--- config.mk ---
export PLATFORM = sky130hd
export DESIGN_NAME = dac_write_sequencer
export DESIGN_NICKNAME = d
export VERILOG_FILES = /design/src/rtl/dac_write_sequencer.sv
export SDC_FILE = /design/constraint.sdc
export NUM_CORES = 1
export LEC_CHECK = 0
export CORE_AREA = 2 2 74 76
export DETAILED_ROUTE_END_ITERATION = 7
export DIE_AREA = 0 0 76 78
export HOLD_SLACK_MARGIN = 0.12
export PLACE_DENSITY = 0.79
export SYNTH_ARGS = -nofsm -noshare
export SYNTH_HDL_FRONTEND = slang
export SYNTH_SLANG_ARGS = --single-unit
--- constraint.sdc ---
create_clock -name CLOCK -period 1.82 [get_ports CLOCK]
set_input_delay 0.182 -clock CLOCK [delete_from_list [all_inputs] [get_ports CLOCK]]
set_output_delay 0.182 -clock CLOCK [all_outputs]
set_load 0.01 [all_outputs]
--- src/rtl/dac_write_sequencer.sv ---
// Feeds 12-bit DAC codes to the I2C controller as {addr, cmd, msb, lsb} frames,
// sequencing GO/END/ACK and retrying NACKed or timed-out frames.
module dac_write_sequencer #(
    parameter logic [7:0] SLAVE_ADDR = 8'hC0,
    parameter logic [7:0] CMD        = 8'h40,
    parameter int         MAX_RETRY  = 3,
    parameter int         TIMEOUT    = 63
) (
    input  logic        CLOCK,
    input  logic        RESET,
    input  logic [11:0] SAMPLE,
    input  logic        SAMPLE_VALID,
    output logic        SAMPLE_READY,
    output logic [31:0] I2C_DATA,
    output logic        GO,
    input  logic        END,
    input  logic        ACK,
    output logic        BUSY,
    output logic        DONE,
    output logic        ERROR,
    output logic        OVERWRITE
);

    localparam int RW = (MAX_RETRY > 0) ? $clog2(MAX_RETRY + 1) : 1;
    localparam int TW = (TIMEOUT > 0) ? $clog2(TIMEOUT + 1) : 1;
    localparam logic [RW-1:0] RETRY_MAX = RW'(MAX_RETRY);
    localparam logic [TW-1:0] TO_MAX    = TW'(TIMEOUT);

    typedef enum logic [2:0] {
        S_IDLE     = 3'd0,
        S_ARM      = 3'd1,
        S_RUN      = 3'd2,
        S_WAIT_END = 3'd3,
        S_CHECK    = 3'd4
    } state_t;

    state_t         state_q;
    logic [11:0]    pend_q;
    logic           pend_v_q;
    logic [31:0]    data_q;
    logic [RW-1:0]  retry_q;
    logic [TW-1:0]  tcnt_q;
    logic           to_q;
    logic           ready_q;
    logic           go_q;
    logic           busy_q;
    logic           done_q;
    logic           error_q;
    logic           overwrite_q;

    logic           consume_d;
    logic           bypass_d;
    logic           load_d;
    logic           fail_d;
    logic           can_retry_d;

    function automatic logic [31:0] frame_f(input logic [11:0] s);
        return {SLAVE_ADDR, CMD, s[11:4], s[3:0], 4'b0000};
    endfunction

    // A strobe arriving in IDLE with an empty slot goes straight to the frame,
    // which gives the two-cycle strobe-to-GO latency.
    always_comb begin
        consume_d   = (state_q == S_IDLE) && pend_v_q;
        bypass_d    = (state_q == S_IDLE) && !pend_v_q && SAMPLE_VALID;
        load_d      = SAMPLE_VALID && !bypass_d;
        fail_d      = ACK || to_q;
        can_retry_d = (retry_q < RETRY_MAX);
    end

    // Sequencer state, pending slot, counters and registered outputs.
    always_ff @(posedge CLOCK) begin
        if (!RESET) begin
            state_q     <= S_IDLE;
            pend_q      <= 12'h000;
            pend_v_q    <= 1'b0;
            data_q      <= 32'h0000_0000;
            retry_q     <= '0;
            tcnt_q      <= '0;
            to_q        <= 1'b0;
            ready_q     <= 1'b0;
            go_q        <= 1'b0;
            busy_q      <= 1'b0;
            done_q      <= 1'b0;
            error_q     <= 1'b0;
            overwrite_q <= 1'b0;
        end else begin
            ready_q     <= 1'b1;
            done_q      <= 1'b0;
            error_q     <= 1'b0;
            overwrite_q <= load_d && pend_v_q && !consume_d;

            if (load_d) begin
                pend_q   <= SAMPLE;
                pend_v_q <= 1'b1;
            end else if (consume_d) begin
                pend_v_q <= 1'b0;
            end else begin
                pend_v_q <= pend_v_q;
            end

            case (state_q)
                S_IDLE: begin
                    go_q <= 1'b0;
                    if (consume_d || bypass_d) begin
                        data_q  <= frame_f(consume_d ? pend_q : SAMPLE);
                        retry_q <= '0;
                        tcnt_q  <= '0;
                        to_q    <= 1'b0;
                        busy_q  <= 1'b1;
                        state_q <= S_ARM;
                    end else begin
                        busy_q  <= 1'b0;
                    end
                end
                S_ARM: begin
                    go_q    <= 1'b1;
                    state_q <= S_RUN;
                end
                S_RUN: begin
                    if (tcnt_q != TO_MAX) begin
                        tcnt_q <= tcnt_q + TW'(1);
                    end
                    if (tcnt_q == TO_MAX) begin
                        to_q    <= 1'b1;
                        state_q <= S_CHECK;
                    end else if (!END) begin
                        state_q <= S_WAIT_END;
                    end else begin
                        state_q <= S_RUN;
                    end
                end
                S_WAIT_END: begin
                    if (tcnt_q != TO_MAX) begin
                        tcnt_q <= tcnt_q + TW'(1);
                    end
                    if (END) begin
                        state_q <= S_CHECK;
                    end else if (tcnt_q == TO_MAX) begin
                        to_q    <= 1'b1;
                        state_q <= S_CHECK;
                    end else begin
                        state_q <= S_WAIT_END;
                    end
                end
                S_CHECK: begin
                    go_q <= 1'b0;
                    if (!fail_d) begin
                        done_q  <= 1'b1;
                        busy_q  <= 1'b0;
                        state_q <= S_IDLE;
                    end else if (can_retry_d) begin
                        retry_q <= retry_q + RW'(1);
                        tcnt_q  <= '0;
                        to_q    <= 1'b0;
                        state_q <= S_ARM;
                    end else begin
                        error_q <= 1'b1;
                        busy_q  <= 1'b0;
                        state_q <= S_IDLE;
                    end
                end
                default: begin
                    go_q    <= 1'b0;
                    busy_q  <= 1'b0;
                    state_q <= S_IDLE;
                end
            endcase
        end
    end

    assign SAMPLE_READY = ready_q;
    assign I2C_DATA     = data_q;
    assign GO           = go_q;
    assign BUSY         = busy_q;
    assign DONE         = done_q;
    assign ERROR        = error_q;
    assign OVERWRITE    = overwrite_q;

endmodule
==> flow_metrics.py <==
metrics = {
    "critical_path": {
        "required_ns": 2.00,
        "max_stage_delay_ns": 0.61,
        "crit_path_end_kind": "flip-flop",
        "startpoint": "state_q[2]",
        "r2r_cells": 4,
        "crit_slowest_cell": "or3_1",
        "critPathMaxFanout": 13,
        "rrSetupSlack_ns": 0.16,
        "arrival_ns": 1.85,
        "worstSetupStartpointType": "flip-flop",
        "reg2reg_from": "state_q[2]",
        "worstReg2RegEnd": "pend_q[7]",
        "path_buf_inv": 0,
        "crit_chain": "or3_1 -> o21a_1 -> nand2_1 -> a21oi_2",
        "critPathTopFamily": "simple AND/OR/NAND/NOR gates",
        "path_class": "reg2reg",
    },
    "synthesis": {
        "synth_cells": 252,
        "synth.most_common_cell": "dfxtp_1",
        "yosysWarnings": 0,
        "synth_area_per_cell_sq_um": 8.173,
        "synthFlopType": "dfxtp_1",
        "synth-seq-cells": 44,
        "ys_top_cells_by_area": "dfxtp_1 43%, buf_4 7.3%, nor2_1 6.6%",
        "synth-edff-count": 0,
        "ys_top_cells_by_count": "44 x dfxtp_1, 36 x nor2_1, 29 x nand2_1",
        "ys_seq_area_frac": 0.4277,
        "yosysTopAreaCell": "dfxtp_1",
        "synth_cell_types": 43,
        "netlist.area_leader.share": 0.4277,
        "synth_area_sq_um": 2059,
        "ys_async_sr_fraction": 0,
    },
    "outcome": {
        "status": "finished, final reports clean",
    },
    "place": {
        "dp_hpwl_um": 2939,
        "placedCellCount": 349,
        "place.gp.congestion": 0.7787,
        "port-buffer-count": 37,
    },
    "grt": {
        "grt_usage": 0.1463,
        "grt_pass1_vias": 1572,
        "overflow": 0,
        "grt_antenna_before_repair": 0,
        "grt_max_degree": 29,
        "grt_pass1_wl_um": 7107,
    },
    "drt": {
        "antenna_left": 0,
        "wl_per_cell_um": 11.82,
        "drtIter0Drc": 100,
        "dr.pass1.iters": 4,
        "drc": 0,
        "vias": 1751,
        "avgViaCountPerCell": 4.905,
        "routed_wl_um": 4219,
    },
    "finish": {
        "area_growth_pct": 23.15,
        "drive_gt1_frac": 0.08362,
        "fillCellCount": 487,
        "n_antenna_cell": 0,
        "fin_nets": 305,
        "final_cell_count_no_fill": 357,
    },
    "power": {
        "vdd_ir_drop_max_v": 0.0003813,
        "power.density_nw_per_um2": 951.7,
        "leakagePower_nw": 0.9878,
        "total_power_mw": 2.414,
    },
    "clocking": {
        "cts_setup_buffers": 0,
        "cts-buffers-inserted": 5,
        "clk-insertion-delay-late_ns": 0.30,
        "clkTransAtPathRegs_ns": 0.08,
        "cts_tree": "done",
        "cts_hold_buf": 0,
        "cts_buffer_depth": 2,
        "cts_root_buffer": "clkbuf_8",
        "clock-sinks": 44,
        "h-tree-depth": 2,
        "cts_resized": 0,
    },
    "sta": {
        "timing.final.crit_share": 0.9146,
        "fin_skew_ns": 0.01390,
        "report.final.slew_viol_count": 0,
        "tightest_slew_ns": 0.5441,
        "setup_tns_ns": 0,
        "hold_viol": 0,
        "fin_crit_ns": 1.664,
        "setup_viol": 0,
        "fmax_ghz": 0.6008,
        "relSlewSlack": 0.6373,
        "rsz0062_at_grt": "no",
    },
    "die": {
        "num_rows": 26,
        "core_area_sq_um": 5042,
        "dieWidth_um": 76,
        "pin_count": 55,
        "start_util": 0.4084,
        "die_y_um": 78,
        "die_area_sq_um": 5928,
    },
    "min_path": {
        "holdCritStartpoint": "pend_q[1]",
        "holdCritPathClass": "reg2reg",
        "whs_path_depth": 2,
        "min_to": "pend_q[1]",
    },
    "flow_run": {
        "max_cap_viol_count": 0,
    },
}
worst max path at each step:
stage,endpoint,slack [ns],cells after the start
floorplan,pend_q[0],0.32,7
global route,pend_q[2],0.04,4
finish,pend_q[7],0.16,4
CTS,pend_q[0],0.15,4
detailed placement,pend_q[0],0.15,4
global placement,to_q,0.20,5
kinds of logic (layout without fill, tap and decap cells):
family / after synthesis / after routing / share of synthesized area
mux: 2 / 2 / 0.009721
other cells: 1 / 17 / 0.001821
compound gates: 61 / 61 / 0.1847
buf+inv: 38 / 57 / 0.1185
flops: 44 / 44 / 0.4277
simple gates: 100 / 100 / 0.2272
fa+ha+maj: 3 / 3 / 0.01762
xor+xnor: 3 / 3 / 0.01276
layer usage:
| layer | global-route usage | part of all wire | wire length (um) |
|---|---|---|---|
| met5 | 0 | 0 | 0 |
| met4 | 0.05818 | 0.017 | 72 |
| met3 | 0.03721 | 0.040 | 167 |
| met2 | 0.2446 | 0.47 | 1973 |
| met1 | 0.1812 | 0.48 | 2005 |
area by class of cell:
class	count	area (sq um)	area share
multi-input combinational	186	994.7	0.3922
clock buffer	5	68.82	0.02713
timing repair buffer	46	450.4	0.1776
sequential	44	880.8	0.3473
inverter	3	11.26	0.004440
tap	70	87.58	0.03453
clock inverter	3	42.54	0.01677
sequential cells by signal, summed over array words and instances, names as in the netlist, 2 cells and up:
name	cells
pend_q	12
tcnt_q	6
I2C_DATA	13
retry_q	2
state_q	3
tightest hold or removal path, stage by stage, from the launching register on:
cell	delay (ns)
dfxtp_1	0.32
nand2_1	0.05
a21oi_1	0.05
placed cells by master (no fill, tap or decap), types with 2 or more instances in the layout:
master,synthesis,layout
a211oi_1,2,2
a21o_1,2,2
a21oi_1,25,25
a21oi_2,3,3
a31oi_1,2,2
and2_1,2,2
buf_4,20,8
clkbuf_8,0,5
clkdlybuf4s50_1,0,37
conb_1,1,17
dfxtp_1,44,44
ha_1,2,2
inv_1,2,2
mux2i_1,2,2
nand2_1,29,29
nand3_1,6,6
nand3b_1,2,2
nor2_1,36,36
nor2b_1,13,13
nor3_1,5,5
o21ai_0,6,6
o22ai_1,11,11
xor2_1,3,3
per-stage QoR:
| step | hold slack, ns | util | setup WS [ns] | cell area, sq um |
|---|---|---|---|---|
| after detailed placement | 0.4490 | 0.4809 | 0.1520 | 2425 |
| after global routing | 0.4767 | 0.5030 | 0.03925 | 2536 |
| after global placement | 0.4417 | 0.4809 | 0.1989 | 2425 |
| after CTS | 0.4607 | 0.5030 | 0.1530 | 2536 |
| final | 0.4600 | 0.5030 | 0.1555 | 2536 |
| after floorplan | 0.2097 | - | 0.3191 | 2120 |
power breakdown:
group / total, mW / leakage (nW) / switching (mW) / internal [mW]
clock network: 0.745 / 0.0541 / 0.339 / 0.406
logic: 0.575 / 0.573 / 0.301 / 0.275
registers: 1.09 / 0.360 / 0.0478 / 1.05
Note: power is estimated with default switching activity, not from simulation.
